--- src/rtl/pico_bus_pkg.sv ---
// Shared bus definitions for the memory arbiter: FSM state encoding,
// target-decode codes, the latched-request payload and the LED address default.
package pico_bus_pkg;

   localparam logic [31:0] LED_ADDR_DEFAULT = 32'h1000_0000;

   localparam logic PORT_CPU = 1'b0;
   localparam logic PORT_LDR = 1'b1;

   typedef enum logic [1:0] {
      ST_IDLE   = 2'd0,
      ST_ACCESS = 2'd1,
      ST_DONE   = 2'd2
   } state_t;

   typedef enum logic [1:0] {
      TGT_RAM      = 2'd0,
      TGT_LED      = 2'd1,
      TGT_UNMAPPED = 2'd2
   } target_t;

   // Request state kept for the ACCESS/DONE phases; address and write data
   // live in the RAM drive registers, only the LED byte is kept here.
   typedef struct packed {
      logic       port;
      target_t    target;
      logic [3:0] wstrb;
      logic [7:0] led_data;
   } bus_req_t;

   // Classify a byte address: exact LED match, RAM window at the bottom, else unmapped.
   function automatic target_t decode_target(input logic [31:0] addr,
                                             input logic [31:0] led_addr,
                                             input int unsigned ram_aw);
      if (addr == led_addr)
         return TGT_LED;
      else if ((addr >> (ram_aw + 32'd2)) == 32'h0)
         return TGT_RAM;
      else
         return TGT_UNMAPPED;
   endfunction

endpackage

--- src/rtl/rr_arb2.sv ---
// Two-way round-robin selector.
//   clk, rst  : clock, async active-high reset
//   req[1:0]  : request vector (bit 0 = CPU, bit 1 = loader)
//   update    : a grant is being taken this cycle; remember who won
//   grant[1:0]: one-hot grant (combinational from req and last-grant flop)
module rr_arb2 (
   input  logic       clk,
   input  logic       rst,
   input  logic [1:0] req,
   input  logic       update,
   output logic [1:0] grant
);

   // 1 = loader won last; reset to loader so the CPU wins the first tie
   logic last;

   // On a tie grant the requester that did not win last time.
   always_comb begin
      grant = 2'b00;
      case (req)
         2'b01:   grant = 2'b01;
         2'b10:   grant = 2'b10;
         2'b11:   grant = last ? 2'b01 : 2'b10;
         default: grant = 2'b00;
      endcase
   end

   always_ff @(posedge clk or posedge rst) begin
      if (rst)
         last <= 1'b1;
      else if (update && (grant != 2'b00))
         last <= grant[1];
   end

endmodule

--- src/rtl/mem_arbiter.sv ---
// Arbitrates a CPU port and a loader port onto one synchronous single-port RAM
// plus a memory-mapped 8-bit LED register. One transaction per 3 cycles:
// IDLE (grant) -> ACCESS (RAM driven) -> DONE (ready pulse + read data).
//   clk, rst                              : clock, async active-high reset
//   cpu_valid/instr/addr/wdata/wstrb      : CPU request (instr is informational)
//   cpu_ready/cpu_rdata                   : CPU completion pulse / read data
//   ldr_valid/addr/wdata/wstrb            : loader request
//   ldr_ready/ldr_rdata                   : loader completion pulse / read data
//   ram_addr/wdata/byteena/wren, ram_q    : RAM drive and read data
//   led                                   : LED register
module mem_arbiter
   import pico_bus_pkg::*;
#(
   parameter int unsigned RAM_AW   = 15,
   parameter logic [31:0] LED_ADDR = LED_ADDR_DEFAULT
) (
   input  logic              clk,
   input  logic              rst,
   input  logic              cpu_valid,
   input  logic              cpu_instr,
   input  logic [31:0]       cpu_addr,
   input  logic [31:0]       cpu_wdata,
   input  logic [3:0]        cpu_wstrb,
   output logic              cpu_ready,
   output logic [31:0]       cpu_rdata,
   input  logic              ldr_valid,
   input  logic [31:0]       ldr_addr,
   input  logic [31:0]       ldr_wdata,
   input  logic [3:0]        ldr_wstrb,
   output logic              ldr_ready,
   output logic [31:0]       ldr_rdata,
   output logic [RAM_AW-1:0] ram_addr,
   output logic [31:0]       ram_wdata,
   output logic [3:0]        ram_byteena,
   output logic              ram_wren,
   input  logic [31:0]       ram_q,
   output logic [7:0]        led
);

   state_t      state;
   bus_req_t    req_q;
   logic [1:0]  gnt;
   logic        take;
   logic        sel_ldr;
   logic [31:0] sel_addr;
   logic [31:0] sel_wdata;
   logic [3:0]  sel_wstrb;
   target_t     sel_tgt;
   logic [31:0] rdata_c;

   // The instruction flag carries no behaviour here.
   logic unused_ok;
   assign unused_ok = cpu_instr;

   assign take = (state == ST_IDLE) && (gnt != 2'b00);

   rr_arb2 u_arb (
      .clk    (clk),
      .rst    (rst),
      .req    ({ldr_valid, cpu_valid}),
      .update (take),
      .grant  (gnt)
   );

   // Mux the winning port's request.
   assign sel_ldr   = gnt[1];
   assign sel_addr  = sel_ldr ? ldr_addr  : cpu_addr;
   assign sel_wdata = sel_ldr ? ldr_wdata : cpu_wdata;
   assign sel_wstrb = sel_ldr ? ldr_wstrb : cpu_wstrb;
   assign sel_tgt   = decode_target(sel_addr, LED_ADDR, RAM_AW);

   // Transaction FSM with registered RAM drive, ready pulses and LED.
   always_ff @(posedge clk or posedge rst) begin
      if (rst) begin
         state       <= ST_IDLE;
         req_q       <= '0;
         cpu_ready   <= 1'b0;
         ldr_ready   <= 1'b0;
         ram_addr    <= '0;
         ram_wdata   <= '0;
         ram_byteena <= '0;
         ram_wren    <= 1'b0;
         led         <= '0;
      end else begin
         cpu_ready   <= 1'b0;
         ldr_ready   <= 1'b0;
         ram_byteena <= '0;
         ram_wren    <= 1'b0;
         case (state)
            ST_IDLE: begin
               if (take) begin
                  req_q.port     <= sel_ldr ? PORT_LDR : PORT_CPU;
                  req_q.target   <= sel_tgt;
                  req_q.wstrb    <= sel_wstrb;
                  req_q.led_data <= sel_wdata[7:0];
                  // RAM is driven during ACCESS, so load it on the grant edge
                  ram_addr       <= sel_addr[RAM_AW+1:2];
                  ram_wdata      <= sel_wdata;
                  ram_byteena    <= sel_wstrb;
                  ram_wren       <= (sel_wstrb != 4'b0000) && (sel_tgt == TGT_RAM);
                  state          <= ST_ACCESS;
               end
            end
            ST_ACCESS: begin
               // Only strobe bit 0 writes the LED byte
               if ((req_q.target == TGT_LED) && req_q.wstrb[0])
                  led <= req_q.led_data;
               cpu_ready <= (req_q.port == PORT_CPU);
               ldr_ready <= (req_q.port == PORT_LDR);
               state     <= ST_DONE;
            end
            ST_DONE: begin
               state <= ST_IDLE;
            end
            default: begin
               state <= ST_IDLE;
            end
         endcase
      end
   end

   // Read data for the completing transaction; ram_q is valid during DONE.
   always_comb begin
      rdata_c = 32'h0;
      if (req_q.wstrb == 4'b0000) begin
         case (req_q.target)
            TGT_RAM: rdata_c = ram_q;
            TGT_LED: rdata_c = {24'h0, led};
            default: rdata_c = 32'h0;
         endcase
      end
   end

   assign cpu_rdata = cpu_ready ? rdata_c : 32'h0;
   assign ldr_rdata = ldr_ready ? rdata_c : 32'h0;

endmodule

--- config.mk ---
export PLATFORM = sky130hd
export DESIGN_NAME = mem_arbiter
export DESIGN_NICKNAME = d
export VERILOG_FILES = /design/src/rtl/pico_bus_pkg.sv /design/src/rtl/rr_arb2.sv /design/src/rtl/mem_arbiter.sv
export SDC_FILE = /design/constraint.sdc
export NUM_CORES = 1
export LEC_CHECK = 0
export CELL_PAD_IN_SITES_DETAIL_PLACEMENT = 1
export CELL_PAD_IN_SITES_GLOBAL_PLACEMENT = 2
export CORE_MARGIN = 2
export CORE_UTILIZATION = 18
export CTS_CLUSTER_DIAMETER = 200
export DETAILED_ROUTE_END_ITERATION = 8
export GPL_TIMING_DRIVEN = 0
export PLACE_DENSITY = 0.86
export SETUP_SLACK_MARGIN = 0.2
export SLEW_MARGIN = 5
export SYNTH_ARGS = -nofsm -noshare
export SYNTH_HDL_FRONTEND = slang
export SYNTH_HIERARCHICAL = 1
export SYNTH_SLANG_ARGS = --single-unit
--- constraint.sdc ---
create_clock -name clk -period 2.7 [get_ports clk]
set_clock_uncertainty 0.05 [all_clocks]
set_input_delay 0.27 -clock clk [delete_from_list [all_inputs] [get_ports clk]]
set_output_delay 0.27 -clock clk [all_outputs]
set_load 0.03 [all_outputs]
# Yosys cells after proc, flatten, opt, wreduce, memory -nomap -nowiden
# Index checks and enable logic that the tools add are counted.
# word_totals
reg_bits,80
output_inout_bits,126
# classes
muxes,20
n_bitwise,1
reduce_logical,13
eq_ne,7
# op_table
operator,count
$mux W32,5
$pmux W32 S2,1
$eq A32 B29 Y1 const B,1
$logic_not A32 Y1,1
$mux W4,3
$mux W2,4
$eq A2 B1 Y1 const B,3
$logic_not A2 Y1,3
$pmux W2 S3,1
$mux W1,5
$eq A2 B2 Y1 const B,2
$logic_and A1 B1 Y1,4
$logic_not A4 Y1,1
$pmux W2 S2,1
$reduce_and A2 Y1,2
$reduce_bool A4 Y1,1
$ne A2 B1 Y1 const B,1
$reduce_bool A2 Y1,1
$not A1 Y1,1

# Depth between registers and ports, before layout
# Gate-level depths: netlist of run 1.
# logic_depth
depth_word,10
ltp_mapped,8

# Cells and area by module
# The synthesis of run 1 kept the hierarchy.
# modules_own_cells
module,seq_area_each_um2,n_inst,area_per_inst_um2,cells_per_inst
mem_arbiter,1776.7,1,3849.9,389
rr_arb2,26.3,1,60.1,7

# Worst setup path before layout of run 1
# No wires, ideal clock.
# synth_timing
path_type,reg-to-output
startpoint,register req_q[8] (netlist name)
endpoint,output ldr_rdata[11]
path_slack_ps,934
arrival_ps,1446
t_required_ps,2380
stages_incl_launch_ff,6
cell_sequence,dfrtp_1 > nor3_2 > nand3_2 > nor2_2 > buf_4 > and2_1
# synth_between
elab_chain_len,3
# synth_rtl
item,line_no,text
from (decl),mem_arbiter.sv:41,bus_req_t req_q;
$logic_not A4 Y1,mem_arbiter.sv:125,if (req_q.wstrb == 4'b0000) begin
$mux W32,mem_arbiter.sv:125,
$mux W32,mem_arbiter.sv:135,assign ldr_rdata = ldr_ready ? rdata_c : 32'h0;
to (decl),mem_arbiter.sv:31,"output logic [31:0] ldr_rdata,"
# Every way passes these cells.

# Worst setup path in the final report of run 1
# layout_timing
startpoint,register req_q[10] (netlist name)
endpoint,output cpu_rdata[4]
# layout_between
elab_chain_len,3
# layout_rtl
item,line_no,text
$logic_not A4 Y1,mem_arbiter.sv:125,
$mux W32,mem_arbiter.sv:125,
$mux W32,mem_arbiter.sv:134,assign cpu_rdata = cpu_ready ? rdata_c : 32'h0;
to (decl),mem_arbiter.sv:25,"output logic [31:0] cpu_rdata,"
# Every way passes these cells.

==> results of run 1 <==
==> cell families (layout without fill, tap and decap cells) <==
group,after synthesis,after routing,share of synthesized area (%)
and+or+nand+nor,153,153,20.6
DFF,72,72,46.1
muxes,68,68,17.7
AOI/OAI and AO/OA,66,66,9.73
buffers and inverters,37,353,5.86
==> metrics by stage <==
stage / TNS [ns] / utilization (%) / power (W) / instance area (µm²) / hold slack [ns]
after floorplan: 0 / - / 0.00358 / 3910 / 0.110
after global placement: -61.01 / 34.2 / 0.00506 / 7230 / 0.397
after detailed placement: 0 / 34.3 / 0.00512 / 7250 / 0.401
after CTS: 0 / 36.2 / 0.00656 / 7660 / 0.261
after global routing: 0 / 36.3 / 0.00685 / 7680 / 0.279
final: 0 / 36.3 / 0.00644 / 7680 / 0.267
==> metal layers <==
layer  part of all wire [%]  vias up
li1                       -     1984
met1                     37     1949
met2                     51      195
met4                   0.96        0
met3                     11       12
met5                      0        -
==> cell type report <==
cell class / instances / share of cell area, %
Clock inverter: 6 / 1.40
Buffer: 31 / 2.72
Inverter: 6 / 0.326
Sequential cell: 72 / 23.5
Tap cell: 275 / 4.48
Multi-Input combinational cell: 287 / 24.9
Clock buffer: 10 / 2.98
Timing Repair Buffer: 300 / 39.7
==> report_power, final <==
part | internal, W | leakage (nW) | total (W) | switching, W
clock | 0.000900 | 0.162 | 0.00137 | 0.000472
sequential | 0.00154 | 0.905 | 0.00181 | 0.000273
combinational | 0.00139 | 2.25 | 0.00326 | 0.00187
total | 0.00382 | 3.31 | 0.00644 | 0.00261
==> Yosys cell counts (all sizes together), types with 2 or more instances <==
library cell and number:
nor2 27, mux2 8, nor4b 2, a22o 2
inv 6, a21o 4, buf 26, nand2 49
dfrtp 71, a21boi 2, nand3 2, mux2i 60
and2 49, a21oi 3, nor4 10, a31oi 3
o21ai 48, nor3 5, nand4 4, clkbuf 5
==> repair_timing <==
item,CTS,global route
pin swaps,0,1
resized for setup,136,6
endpoints found under the setup margin,64,53
buffers inserted,0,2
==> flip-flops by register name, indices dropped and copies added, names as in the netlist <==
register	count
cpu_ready	1
ram_wren	1
u_arb/last	1
ram_byteena	4
led	8
req_q	7
state	2
ldr_ready	1
ram_addr	15
ram_wdata	32
==> final timing paths <==
| path | startpoint | endpoint | slack, ns | cells past startpoint |
|---|---|---|---|---|
| max | req_q[10] | cpu_rdata[4] | 0.31 | 4 |
| min | rst | u_arb/last | 0.27 | 2 |
| max reg2reg | u_arb/last | ram_addr[12] | 0.52 | 6 |
| min reg2reg | req_q[14] | cpu_ready | 0.41 | 1 |
| max in group asynchronous | rst | ram_wdata[7] | 1.76 | 3 |
| min in group clk | req_q[14] | cpu_ready | 0.41 | 1 |
==> reports/results.ini, run 1 <==
[logic_synthesis]
synth_edf_count = 0
synthFlopType = dfrtp_1
synth.distinct_cells = 38
ys_seq_area_share_pct = 46.1
yosys.area.top_type = dfrtp_1
yosysWarnings = 6
synthTopCellsByArea = dfrtp_1 45%, mux2i_1 15%, and2_1 7.8%, nand2_1 4.7%, o21ai_0 4.6%
ys_seq_elements = 72
syn_inst = 396
avgSynthCellArea_um2 = 9.87
async_flop_share_pct = 100
synth_area_um2 = 3910
synth_top_area_share_pct = 45.4
synth_nets = 569

[finish]
diodes = 0
nets = 880
multiInputGateArea_um2 = 1910
final_common_cell = clkdlybuf4s50_1
layout_common_cells = 242 x clkdlybuf4s50_1, 71 x dfrtp_1, 60 x mux2i_1, 49 x nand2_1, 49 x and2_1
drive_above_1_share_pct = 14.9
instances_no_fill = 987
nFillCells = 2408
regArea_um2 = 1800
area_delta_synth_final_pct = 96.4

[sta]
tightest_slew_ns = 0.491
fmax_mhz = 419
slew_viol_final = 0
slew_headroom_pct = 66.3
hold_violations = 0
final-setup-viol-count = 0
post-route-period-util_pct = 88.4
rsz0062_at_grt = yes
final.min_clock_period_ns = 2.39
layout_setup_ws_ns = 0.314

[clocking]
cts_tree = yes
cts_buffers = 9
cts_max_level = 3
clk_latency_ns = 0.34
cts_root_buf = clkbuf_16
clkSinkCount = 72
clk_pin_slew_ns = 0.06
holdBufCountCts = 0
cts.path.max_buffers = 2

[detailed_routing]
remaining_drc_errors = 0
drt_iter0_drc = 82
drt-vias-per-instance = 4.19
via_count = 4140
wl_per_cell_um = 16.9
routed_wl_um = 16600
postRouteAntennaNets = 0
dr.pass1.iters = 4

[job]
cap_violations = 0

[grt]
grtUsageMet2_pct = 25.7
top_usage_layer = met2
antenna_found_initial = 0
grt_pass1_wl_um = 24200
grt_remaining_overflow = 0
met1_usage_pct = 16.3
grt.met3_usage_pct = 4.40
grt_pass1_vias = 4281
track_usage_pct = 14.2
grt_max_degree = 40

[critical_path]
cp_top_family = buffers and inverters
worstSetupPathType = reg2out
critPathMaxStageDelay_ns = 0.69
crit_buf_inv = 1
cp_data_arrival_time_ns = 2.07
critPathMaxFanout = 9
crit_path_start_kind = register
cp_cell_sequence = nor3_4, nand3_4, nor2_1, clkdlybuf4s50_1
cpMaxStageDelayCell = clkdlybuf4s50_1
required_ns = 2.38
crit_path_end_kind = output port

[place]
place.port_buffers = 297
dp_hpwl_um = 13800
place_inst = 969
gp_congestion = 0.794
place_ws_ns = 0.0159

[worst_hold_path]
hp-class = in2async

[floorplan]
rows = 53
die_area_um2 = 22900
num_io_pins = 299
die_y_um = 151
core_area_um2 = 21200
start_util_pct = 18.5
die_x_um = 151

[outcome]
status = completed

[pwr]
p_leak_nw = 3.31
p_per_area_nw_per_um2 = 839
irDropWorstVdd_mv = 0.326

Power figures use the tool's default switching activity.
==> run 2, diff against run 1 <==
Settings changed: CAP_MARGIN set to 5.
==> results of run 2 <==
Final layout, timing and power as in run 1 (identical DEF).
